File: src/rtl/apb_master_pkg.sv
// Shared types and constants for the APB master bridge.
// Provides the FSM state type, default bus widths and the wait-counter width.
package apb_master_pkg;

  localparam int unsigned APB_ADDR_W = 32;
  localparam int unsigned APB_DATA_W = 32;
  localparam int unsigned TO_W       = 16;

  typedef enum logic [1:0] {
    IDLE   = 2'd0,
    SETUP  = 2'd1,
    ACCESS = 2'd2,
    RESP   = 2'd3
  } apb_state_e;

endpackage

File: src/rtl/apb_wait_timer.sv
// ACCESS-phase wait counter with expiry compare against a fixed limit.
// Ports: clk, rst (async high), clr (entering ACCESS), inc (wait cycle),
//        expired (limit reached on a wait cycle).
module apb_wait_timer
  import apb_master_pkg::*;
#(
  parameter int unsigned LIMIT = 16
) (
  input  logic clk,
  input  logic rst,
  input  logic clr,
  input  logic inc,
  output logic expired
);

  localparam logic [TO_W-1:0] LIM = TO_W'(LIMIT);

  logic [TO_W-1:0] cnt;

  always_ff @(posedge clk or posedge rst) begin
    if (rst) begin
      cnt <= '0;
    end else if (clr) begin
      cnt <= '0;
    end else if (inc) begin
      cnt <= cnt + 1'b1;
    end
  end

  assign expired = inc && (cnt == LIM);

endmodule

File: src/rtl/apb_master_bridge.sv
// Single-outstanding APB master: valid/ready request in, APB out, response back.
// Ports: PCLK, PRESET (async high); req_* request channel; resp_* response
//        channel; PSEL/PENABLE/PWRITE/PADDR/PWDATA/PRDATA/PREADY APB bus.
// Build option: APB_TIMEOUT_EN adds an ACCESS wait-state limit (resp_err=1).
module apb_master_bridge
  import apb_master_pkg::*;
#(
  parameter int unsigned ADDR_W         = APB_ADDR_W,
  parameter int unsigned DATA_W         = APB_DATA_W,
  parameter int unsigned TIMEOUT_CYCLES = 16
) (
  input  logic              PCLK,
  input  logic              PRESET,
  input  logic              req_valid,
  output logic              req_ready,
  input  logic              req_write,
  input  logic [ADDR_W-1:0] req_addr,
  input  logic [DATA_W-1:0] req_wdata,
  output logic              resp_valid,
  input  logic              resp_ready,
  output logic [DATA_W-1:0] resp_rdata,
  output logic              resp_err,
  output logic              PSEL,
  output logic              PENABLE,
  output logic              PWRITE,
  output logic [ADDR_W-1:0] PADDR,
  output logic [DATA_W-1:0] PWDATA,
  input  logic [DATA_W-1:0] PRDATA,
  input  logic              PREADY
);

  apb_state_e state;
  logic       timeout_hit;

  assign req_ready = (state == IDLE) && !PRESET;

`ifdef APB_TIMEOUT_EN
  apb_wait_timer #(
    .LIMIT(TIMEOUT_CYCLES)
  ) u_timer (
    .clk    (PCLK),
    .rst    (PRESET),
    .clr    (state == SETUP),
    .inc    ((state == ACCESS) && !PREADY),
    .expired(timeout_hit)
  );
`else
  assign timeout_hit = 1'b0;
`endif

  always_ff @(posedge PCLK or posedge PRESET) begin
    if (PRESET) begin
      state      <= IDLE;
      PSEL       <= 1'b0;
      PENABLE    <= 1'b0;
      PWRITE     <= 1'b0;
      PADDR      <= '0;
      PWDATA     <= '0;
      resp_valid <= 1'b0;
      resp_rdata <= '0;
      resp_err   <= 1'b0;
    end else begin
      unique case (state)
        IDLE: begin
          if (req_valid) begin
            PWRITE  <= req_write;
            PADDR   <= req_addr;
            PWDATA  <= req_wdata;
            PSEL    <= 1'b1;
            PENABLE <= 1'b0;
            state   <= SETUP;
          end
        end
        SETUP: begin
          PENABLE <= 1'b1;
          state   <= ACCESS;
        end
        ACCESS: begin
          if (PREADY) begin
            PSEL       <= 1'b0;
            PENABLE    <= 1'b0;
            resp_rdata <= PWRITE ? '0 : PRDATA;
            resp_err   <= 1'b0;
            resp_valid <= 1'b1;
            state      <= RESP;
          end else if (timeout_hit) begin
            PSEL       <= 1'b0;
            PENABLE    <= 1'b0;
            resp_rdata <= '0;
            resp_err   <= 1'b1;
            resp_valid <= 1'b1;
            state      <= RESP;
          end
        end
        RESP: begin
          if (resp_ready) begin
            resp_valid <= 1'b0;
            state      <= IDLE;
          end
        end
        default: state <= IDLE;
      endcase
    end
  end

endmodule
File: config.mk
export PLATFORM = sky130hd
export DESIGN_NAME = apb_master_bridge
export DESIGN_NICKNAME = d
export VERILOG_FILES = /design/src/rtl/apb_master_pkg.sv /design/src/rtl/apb_wait_timer.sv /design/src/rtl/apb_master_bridge.sv
export SDC_FILE = /design/constraint.sdc
export NUM_CORES = 1
export LEC_CHECK = 0
export ABC_AREA = 1
export BUFFER_PORTS_ARGS = -buffer_cell sky130_fd_sc_hd__buf_2
export CAP_MARGIN = 25
export CORE_MARGIN = 4
export CORE_UTILIZATION = 49
export DETAILED_ROUTE_END_ITERATION = 7
export GPL_ROUTABILITY_DRIVEN = 0
export GPL_TIMING_DRIVEN = 0
export HOLD_SLACK_MARGIN = 0.05
export PLACE_DENSITY = 0.85
export SLEW_MARGIN = 25
export SYNTH_ARGS = -nofsm -noshare
export SYNTH_HDL_FRONTEND = slang
export SYNTH_SLANG_ARGS = --single-unit
File: constraint.sdc
create_clock -name PCLK -period 8.2 [get_ports PCLK]
set_clock_uncertainty 0.2 [all_clocks]
set_input_delay 1.23 -clock PCLK [delete_from_list [all_inputs] [get_ports PCLK]]
set_output_delay 1.23 -clock PCLK [all_outputs]
set_load 0.01 [all_outputs]
Yosys cells after proc, flatten, opt, wreduce, memory -nomap -nowiden
Index checks and enable logic that the tools add are counted.
Widths: inputs -> output; s select.
Operators by class
  reductions and logical operators: 12
  equality and inequality tests: 6
  muxes and demuxes: 13
Operator list (number)
  $mux 32: 1
  $reduce_and 3->1: 4
  $pmux 2 s4: 1
  $mux 2: 3
  $ne 2x2->1 const B: 3
  $mux 1: 5
  $eq 2x2->1 const B: 2
  $pmux 1 s2: 2
  $reduce_and 2->1: 2
  $reduce_bool 2->1: 2
  $pmux 1 s3: 1
  $reduce_bool 3->1: 1
  $eq 2x1->1 const B: 1
  $logic_not 2->1: 1
  $logic_and 1x1->1: 1
  $logic_not 1->1: 1
Word-level totals
  word-level logic and storage cells: 39
  bits in registers: 102

Logic depth before layout (Yosys ltp)
  depth after elaboration: 3
  gate-level depth with buffers: 8
  gate-level depth less buffers: 7

Worst setup path before layout
OpenSTA, ideal clock, no wires.
  path type: input-to-output
  start: in PRESET
  end: out req_ready
  slack: 5371 ps
  path buffers: 0
  data arrival time: 1399 ps
  stages on the path: 1
  cells stage by stage: nor2_1
On the way
  word-level cells in the longest chain between the ends: 2
Ends and longest elaborated chain
  start, declared: line apb_master_bridge.sv:13  | input logic PRESET,
  $logic_not 1->1 (no line)
  $logic_and 1x1->1: line apb_master_bridge.sv:35  | assign req_ready = (state == IDLE) && !PRESET;
  end, declared: line apb_master_bridge.sv:15  | output logic req_ready,
No other way between the ends.

Final worst setup path
Same ends and word-level chain as after synthesis.

==> results.yml <==
flow_run:
  cap_violations: 0
placement:
  place_area_sq_um: 5300
  hpwl_um: 8120
  place_inst: 768
  pre_cts_ws_ps: 5160
  io_buffers: 202
critical_path:
  crit_chain: "buf_2 -> nor2_1 -> buf_2"
  critPathLaunchType: "primary input"
  crit_top_cell: "buf_2"
  cp-end-kind: "output port"
  worst_ep_arrival_time_ps: 1610
  critical_path_class: "primary input to output port"
  path_buf_inv: 2
  crit_slowest_cell: "buf_2"
  cp_max_fo: 2
  slowest_delay_ps: 140
  worstPathRequired_ps: 6770
  crit_family: "buffers and inverters"
cells_and_area:
  drive_gt1_frac: 0.376
  layoutNonFillerInstCount: 784
  fin_area_sq_um: 5490
  fillCellCount: 678
  multiInputGateArea_sq_um: 1350
  area_growth_pct: 33.1
  regArea_sq_um: 2550
  num-nets-final: 781
  n_antenna_cell: 0
sta:
  fin_crit_sh: 0.370
  hold_viol_final: 0
  timing.fmax_mhz: 329
  rsz0062_at_grt: "no"
  maxSlewViolCount: 0
  min_period_ps: 3040
  setup_ws_ps: 5160
  finalSetupViolCount: 0
  fin_tns_setup_ps: 0
  holdWs_ps: 279
logic_synthesis:
  ys_ff_latch: 102
  yosysWarnings: 0
  synth_top_cell_area_share: 0.619
  syn_area_per_cell_sq_um: 8.97
  synth_area_leader_cell: "dfrtp_1"
  seq_area_frac_synth: 0.619
  syn_area_sq_um: 4120
  syn_nets: 567
  syn_inst: 460
  yosys.cell_types.count: 18
  yosys-top-cells-area: "dfrtp_1 (62%), nand2_1 (25%), buf_6 (2.5%)"
cts:
  root_buffer: "clkbuf_8"
  clkLatencyLatePin_ps: 350
  cts_tree: "yes"
  clkSinkCount: 102
  clk_pin_slew_ps: 90
  cts.hold.buffers_added: 0
  clockBufferDepth: 2
  cts_buffers: 9
  postCtsSetupRepairBufs: 0
  htree_num_levels: 3
  post_cts_resized: 0
global_route:
  grt_max_degree: 56
  overflow: 0
  grt_first_pass_wirelength_um: 17000
  grt_usage: 0.215
  first_global_vias: 3703
  antenna_found_initial: 0
pwr:
  comb_power_share: 0.428
  ir_drop_v: 0.000195
  p_sw_mw: 0.820
  p_clk_frac: 0.150
  swShare: 0.408
  internal-power_mw: 1.19
  p_leak_nw: 3.28
  p_seq_frac: 0.422
  powerDensity_nw_per_um2: 366
drt:
  wirelength_um: 10600
  drcViolationCount: 0
  drt_iter0_drc: 147
  drt_first_pass_iters: 4
  via_per_inst: 4.78
  wire_per_inst_um: 13.5
  vias: 3750
  antenna_left: 0
die:
  die_y_um: 99.7
  die_area_sq_um: 9950
  ios: 204
  fp.dieW_um: 99.7
  core_sq_um: 8220
  initial_core_util: 0.502
  row_count: 33
status:
  status: "completed"
min_path:
  hold_path.class: "flop to flop"
cell usage in the layout (no fill, tap or decap), drive strengths merged:
cell type  Yosys  layout
buf           24     227
clkinv         0       5
ha             5       5
o21ai         34      34
a21oi          1       1
dfrtp        102     102
conb           1       1
nand2        275     275
inv           11      13
nand3          3       3
clkbuf         0       9
nor2           1       1
nand4          3       3
worst min-delay path: stages, from the launching register on:
cell and delay [ps]:
dfrtp_1 350, nand2_1 50, nand2_1 50
final timing paths:
kind	slack, ps	depth (start not counted)	end	startpoint
worst min-delay path	280	2	PENABLE	PENABLE
worst max-delay path	5160	3	req_ready	PRESET
worst min register to register	280	2	PENABLE	PENABLE
worst max register to register	6540	7	PWDATA[8]	state[0]
max in group asynchronous	6490	3	PWDATA[8]	PRESET
min in group asynchronous	700	2	PWDATA[2]	PRESET
power groups by stage:
| stage | clock network [mW] | registers, mW | logic (mW) |
|---|---|---|---|
| floorplan | 0 | 0.951 | 0.404 |
| global route | 0.334 | 0.877 | 0.962 |
| finish | 0.302 | 0.849 | 0.861 |
| CTS | 0.309 | 0.849 | 0.875 |
| global placement | 0 | 0.844 | 0.838 |
| detailed placement | 0 | 0.854 | 0.873 |
synthesized netlist by cell type:
| cell | instances |
|---|---|
| nand2_1 | 273 |
| nand4_1 | 3 |
| buf_4 | 1 |
| o21ai_1 | 20 |
| a21oi_1 | 1 |
| inv_2 | 1 |
| conb_1 | 1 |
| nand2_4 | 1 |
| nand3_1 | 3 |
| buf_2 | 14 |
| nand2_2 | 1 |
| ha_1 | 5 |
| nor2_1 | 1 |
| buf_6 | 9 |
| inv_1 | 10 |
| dfrtp_1 | 102 |
| o21ai_0 | 6 |
| o21ai_2 | 8 |
flip-flops by register name, indices dropped and copies added, names as in the netlist:
register,count
PADDR,32
state,2
PENABLE,1
PWDATA,32
PSEL,1
resp_valid,1
PWRITE,1
resp_rdata,32
cell families after synthesis:
family	count (synthesis)	share of synthesized area
flip-flops	102	0.619
AND/OR/NAND/NOR	282	0.262
AO/OA/AOI/OAI	35	0.0498
buffers and inverters	35	0.0534
other	1	0.000909
adder cells (fa/ha/maj)	5	0.0152
final cells by class:
| cell class | count | area share |
|---|---|---|
| Sequential cell | 102 | 0.465 |
| Inverter | 11 | 0.00843 |
| Multi-Input combinational cell | 323 | 0.246 |
| Clock inverter | 7 | 0.0123 |
| Timing Repair Buffer | 203 | 0.189 |
| Tap cell | 105 | 0.0239 |
| Clock buffer | 9 | 0.0226 |
| Buffer | 24 | 0.0326 |
metrics by stage:
| stage | total power [mW] | util |
|---|---|---|
| after detailed placement | 1.73 | 0.645 |
| final | 2.01 | 0.668 |
| after global placement | 1.68 | 0.641 |
| after CTS | 2.03 | 0.668 |
| after floorplan | 1.36 | - |
| after global routing | 2.17 | 0.668 |
routing by layer:
metal | GRT usage | part of all wire | up-vias
met3 | 0.0603 | 0.089 | 22
met4 | 0.0819 | 0.023 | 0
li1 | - | - | 1838
met1 | 0.275 | 0.40 | 1733
met5 | 0 | 0 | -
met2 | 0.348 | 0.49 | 157
No activity file was read; power rests on OpenSTA's default activity.
